==> src/rtl/pc_sequencer.sv <==
// pc_sequencer: next-PC / stall / flush controller for the fetch stage.
// Picks sequential fetch, branch or jump redirect; inserts load-use bubbles;
// holds fetch while imem is not ready and flags a sticky fetch timeout.
// Optional build macro PC_SEQ_PERF_EN adds stall_cnt_o / flush_cnt_o counters.
module pc_sequencer #(
  parameter int unsigned WAIT_MAX = 15,
  parameter logic [31:0] RESET_PC = 32'h0000_0000
) (
  input  logic        clk_i,
  input  logic        rst_i,
  input  logic        start_i,
  input  logic [31:0] pc_i,
  input  logic        branch_i,
  input  logic [31:0] branch_tgt_i,
  input  logic        jump_i,
  input  logic [31:0] jump_tgt_i,
  input  logic        idex_memread_i,
  input  logic [4:0]  idex_rt_i,
  input  logic [4:0]  ifid_rs_i,
  input  logic [4:0]  ifid_rt_i,
  input  logic        imem_ack_i,
  output logic        imem_req_o,
  output logic [31:0] pc_next_o,
  output logic        pc_stall_o,
  output logic        ifid_stall_o,
  output logic        ifid_flush_o,
  output logic        idex_bubble_o,
  output logic        timeout_o,
  output logic [1:0]  state_o
`ifdef PC_SEQ_PERF_EN
  ,
  output logic [31:0] stall_cnt_o,
  output logic [31:0] flush_cnt_o
`endif
);

  localparam int unsigned CNT_W = 8;

  typedef enum logic [1:0] {
    ST_IDLE = 2'd0,
    ST_RUN  = 2'd1,
    ST_WAIT = 2'd2,
    ST_HALT = 2'd3
  } state_t;

  state_t             state_q, state_d;
  logic               pend_v_q, pend_v_d;
  logic [31:0]        pend_tgt_q, pend_tgt_d;
  logic [CNT_W-1:0]   wait_cnt_q, wait_cnt_d;
  logic               timeout_q, timeout_d;

  logic               hazard;
  logic               redir;
  logic [31:0]        tgt;

  // Load-use hazard and redirect target decode (jump wins over branch)
  always_comb begin
    hazard = idex_memread_i && (idex_rt_i != 5'd0) &&
             ((idex_rt_i == ifid_rs_i) || (idex_rt_i == ifid_rt_i));
    redir  = jump_i || branch_i;
    tgt    = jump_i ? jump_tgt_i : branch_tgt_i;
  end

  // State and control registers
  always_ff @(posedge clk_i or negedge rst_i) begin
    if (!rst_i) begin
      state_q    <= ST_IDLE;
      pend_v_q   <= 1'b0;
      pend_tgt_q <= 32'd0;
      wait_cnt_q <= '0;
      timeout_q  <= 1'b0;
    end else begin
      state_q    <= state_d;
      pend_v_q   <= pend_v_d;
      pend_tgt_q <= pend_tgt_d;
      wait_cnt_q <= wait_cnt_d;
      timeout_q  <= timeout_d;
    end
  end

  // Next-state, pending redirect capture and wait counter
  always_comb begin
    state_d    = state_q;
    pend_v_d   = pend_v_q;
    pend_tgt_d = pend_tgt_q;
    wait_cnt_d = wait_cnt_q;
    timeout_d  = timeout_q;
    unique case (state_q)
      ST_IDLE: begin
        if (start_i) state_d = ST_RUN;
      end
      ST_RUN: begin
        if (!start_i) begin
          state_d    = ST_IDLE;
          pend_v_d   = 1'b0;
          wait_cnt_d = '0;
        end else if (!imem_ack_i) begin
          state_d    = ST_WAIT;
          wait_cnt_d = CNT_W'(1);
          // Remember a redirect seen while fetch stalls so it is not lost
          if (redir && !hazard) begin
            pend_v_d   = 1'b1;
            pend_tgt_d = tgt;
          end
        end else if (hazard) begin
          state_d = ST_RUN;
        end else if (pend_v_q) begin
          pend_v_d = 1'b0;
        end
      end
      ST_WAIT: begin
        if (!start_i) begin
          state_d    = ST_IDLE;
          pend_v_d   = 1'b0;
          wait_cnt_d = '0;
        end else if (imem_ack_i) begin
          state_d    = ST_RUN;
          wait_cnt_d = '0;
        end else begin
          wait_cnt_d = wait_cnt_q + CNT_W'(1);
          if (wait_cnt_q == CNT_W'(WAIT_MAX)) begin
            timeout_d = 1'b1;
            state_d   = ST_HALT;
          end
        end
      end
      ST_HALT: begin
        state_d = ST_HALT;
      end
      default: state_d = ST_IDLE;
    endcase
  end

  // Combinational outputs from state and inputs
  always_comb begin
    imem_req_o    = 1'b0;
    pc_stall_o    = 1'b1;
    ifid_stall_o  = 1'b1;
    ifid_flush_o  = 1'b0;
    idex_bubble_o = 1'b0;
    pc_next_o     = RESET_PC;
    unique case (state_q)
      ST_RUN: begin
        imem_req_o = 1'b1;
        if (!imem_ack_i) begin
          pc_next_o = pc_i;
        end else if (hazard) begin
          idex_bubble_o = 1'b1;
          pc_next_o     = pc_i;
        end else begin
          pc_stall_o   = 1'b0;
          ifid_stall_o = 1'b0;
          if (pend_v_q) begin
            pc_next_o    = pend_tgt_q;
            ifid_flush_o = 1'b1;
          end else if (redir) begin
            pc_next_o    = tgt;
            ifid_flush_o = 1'b1;
          end else begin
            pc_next_o = pc_i + 32'd4;
          end
        end
      end
      ST_WAIT: begin
        imem_req_o = 1'b1;
        pc_next_o  = pc_i;
      end
      default: begin
        imem_req_o = 1'b0;
      end
    endcase
  end

  assign timeout_o = timeout_q;
  assign state_o   = state_q;

`ifdef PC_SEQ_PERF_EN
  // Stall and flush event counters, free-running with wrap
  always_ff @(posedge clk_i or negedge rst_i) begin
    if (!rst_i) begin
      stall_cnt_o <= 32'd0;
      flush_cnt_o <= 32'd0;
    end else begin
      if (pc_stall_o && ((state_q == ST_RUN) || (state_q == ST_WAIT)))
        stall_cnt_o <= stall_cnt_o + 32'd1;
      if (ifid_flush_o)
        flush_cnt_o <= flush_cnt_o + 32'd1;
    end
  end
`endif

endmodule

==> config.mk <==
export PLATFORM = sky130hd
export DESIGN_NAME = pc_sequencer
export DESIGN_NICKNAME = d
export VERILOG_FILES = /design/src/rtl/pc_sequencer.sv
export SDC_FILE = /design/constraint.sdc
export NUM_CORES = 1
export LEC_CHECK = 0
export CORE_MARGIN = 1
export CORE_UTILIZATION = 50
export DETAILED_ROUTE_END_ITERATION = 10
export GPL_TIMING_DRIVEN = 0
export HOLD_SLACK_MARGIN = 0.1
export PLACE_DENSITY = 0.9
export SYNTH_ARGS = -nofsm -noshare
export SYNTH_HDL_FRONTEND = slang
export SYNTH_SLANG_ARGS = --single-unit
==> constraint.sdc <==
create_clock -name clk_i -period 3.05 [get_ports clk_i]
set_input_delay 0.305 -clock clk_i [delete_from_list [all_inputs] [get_ports clk_i]]
set_output_delay 0.305 -clock clk_i [all_outputs]
set_load 0.005 [all_outputs]
==> results.toml <==
[critical_path]
cp_slowest_cell = "or4_4"
required_ps = 2740
arrival_ps = 2690
cpPeakStageDelay_ps = 550
crit_chain = "dlygate4sd2_1 > or4_4 > o21ai_4 > buf_4 > o211ai_1 > clkbuf_8 > a21oi_1 > a22o_1 > clkdlybuf4s50_1"
crit_fanout = 8
rr_worst_depth = 8
r2r_slack_ps = 700
critPathCaptureType = "output pin"
critical_path_class = "in2out"
startpoint_type = "primary input"
reg2reg_to = "pend_tgt_q[2]"
timing.rr.start = "state_o[1]"

[power_and_ir_drop]
switching_share_pct = 45.3
ir_drop_mv = 0.359
p_int_w = 0.00232
p_leak_nw = 2.92
power_density_nw_per_um2 = 628
p_sw_w = 0.00192
p_comb_share_pct = 66.1
power_frac_seq_pct = 22.9
pwr-share-clk_pct = 11.0

[place]
io_buffers = 155
routabilityCongestion = 0.974
dp_cells = 867
place_ws_ps = -758
place_area_sq_um = 6120
dp_hpwl_mm = 14.2

[clock_network]
cts_buffers = 5
clkSinkCount = 44
cts.clk_slew.worst_paths_ps = 90
clockBufferDepth = 2
htree_levels = 2
cts_tree = "done"
cts_root_buf = "clkbuf_8"
insertion_delay_ps = 310

[floorplan]
num_rows = 33
num_io_pins = 158
die-area_sq_um = 9230
core_sq_um = 8380
start_util_pct = 52.8
die_y_microns = 96.1
die_w_microns = 96.1

[global_route]
grt_antenna_before_repair = 0
grt_max_degree = 33
grt_remaining_overflow = 0
grt_pass1_vias = 5755
grt_pass1_wl_mm = 29.4
globalRouteTotalUtil_pct = 42.4

[routing]
drc = 0
vias = 6099
drt-initial-drc-count = 778
routed_wl_mm = 19.8
drt-pass1-iter-count = 6
post_drt_wl_per_cell_microns = 22.0
avgViaCountPerCell = 6.77
ant_nets = 0

[final_layout]
multi_input_area_sq_um = 3250
fin_area_sq_um = 6750
final_util_pct = 80.5
antenna_cells = 0
drive_gt1_share_pct = 14.6
final_nets = 920
mostFrequentLayoutCells = "clkdlybuf4s50_1 (113), nand2_1 (78), o21ai_0 (77), nor2_1 (44), dfrtp_1 (42)"
area_delta_synth_final_pct = 52.4
fin_cells = 901
final_common_cell = "clkdlybuf4s50_1"
n_fill_cell = 595
seq_area_sq_um = 1100

[timing]
rsz0062_at_grt = "true"
hold_violations = 0
relSlewSlack_pct = 21.0
fin_worst_hold_slack_ps = 452
worstMarginPinSlew_ps = 1180
setup_viol = 0
fin_ws_ps = 52.0
finalMaxSlewViolations = 0
max_freq_ghz = 0.334
period_minus_slack_ps = 3000
fin_skew_ps = 8.48
min_period_over_period_pct = 98.3

[synthesis]
syn-instance-count = 606
synth_edf_count = 0
async_flop_share_pct = 100
synthTopCellsByArea = "dfrtp_1 (25%), o21ai_0 (9.7%), mux2i_1 (8.4%), nand2_1 (6.9%), nor2_1 (3.8%)"
synth_area_sq_um = 4430
synth.distinct_cells = 62
synth_top_area_share_pct = 24.9
syn_area_per_cell_sq_um = 7.30
synth_area_leader_cell = "dfrtp_1"
ys_seq_elements = 44
ys_warn_count = 0
synth_nets = 731
synth_top_flop_cell = "dfrtp_1"
synth_seq_area_share_pct = 24.9

[job]
max_cap_viol_count = 0

[run_status]
status = "completed"

[worst_hold_path]
hp-class = "in2async"
[critical path, delay by kind of cell]
kind                   cells  cell delay (ps)
buffers and inverters      4             1210
AO/OA/AOI/OAI              4              610
AND/OR/NAND/NOR            1              550
[registers in the layout, summed over array words and instances (netlist names)]
register	cells
pend_tgt_q	32
pend_v_q	1
timeout_o	1
wait_cnt_q	8
state_o	2
[routing by layer]
| layer | vias to the layer above | share of wire [%] | track usage (%) |
|---|---|---|---|
| met5 | - | 0 | 0 |
| met4 | 0 | 4.8 | 18.7 |
| met3 | 108 | 13 | 9.95 |
| met2 | 542 | 45 | 67.0 |
| met1 | 2818 | 38 | 54.7 |
| li1 | 2631 | - | - |
[per-stage QoR]
stage,power [W],setup TNS (ps)
finish,0.00424,0
global route,0.00446,-13.2
CTS,0.00399,-32.6
detailed placement,0.00336,-14570
global placement,0.00329,-13130
floorplan,0.00217,0
[synthesized netlist by cell type (all sizes together), types with 10 or more instances]
cell,count
mux2i,37
nand3,21
buf,11
o22ai,13
clkbuf,34
nand2,81
nor3,10
inv,19
a21oi,33
dfrtp,44
a31oi,15
o21ai,91
xnor2,13
nor2,46
[timing repair]
action	CTS	global route
buffers inserted	20	7
endpoints found under the setup margin	34	24
resized for setup	89	50
pin swaps	12	6
hold endpoints to repair	12	0
hold buffers	1	0
[cell families after synthesis]
logic type	count (synthesis)	synth area share, %
and+or+nand+nor	207	22.7
xor gates and xnor gates	15	2.97
buffers and inverters	66	6.08
muxes	38	8.62
AOI/OAI and AO/OA	229	32.8
DFF	44	24.9
adders and majority gates	7	1.98
[how the worst max path moves through the flow]
stage | end | cells past startpoint | slack, ps | from
final | pc_next_o[8] | 9 | 50 | idex_rt_i[1]
after global routing | pc_next_o[17] | 8 | -9 | state_o[0]
after CTS | pc_next_o[30] | 10 | -30 | branch_i
after detailed placement | pc_next_o[30] | 10 | -760 | branch_i
after global placement | pc_next_o[30] | 10 | -680 | branch_i
after floorplan | pc_next_o[11] | 9 | 810 | state_o[1]
[power by group through the flow]
| stage | Sequential, W | Combinational (W) | Clock (W) |
|---|---|---|---|
| floorplan | 0.000906 | 0.00126 | 0 |
| global placement | 0.000934 | 0.00236 | 0 |
| detailed placement | 0.000949 | 0.00241 | 0 |
| CTS | 0.000946 | 0.00258 | 0.000467 |
| global route | 0.000988 | 0.00298 | 0.000486 |
| finish | 0.000969 | 0.00280 | 0.000467 |
[area by class of cell]
class | count | share of cell area (%)
buffer | 43 | 3.80
clock buffer | 5 | 1.02
clock inverter | 3 | 0.631
inverter | 21 | 1.17
multi-input combinational | 496 | 48.2
sequential | 44 | 16.4
tap | 105 | 1.95
timing repair buffer | 184 | 26.8
(Power assumes the default switching activity.)
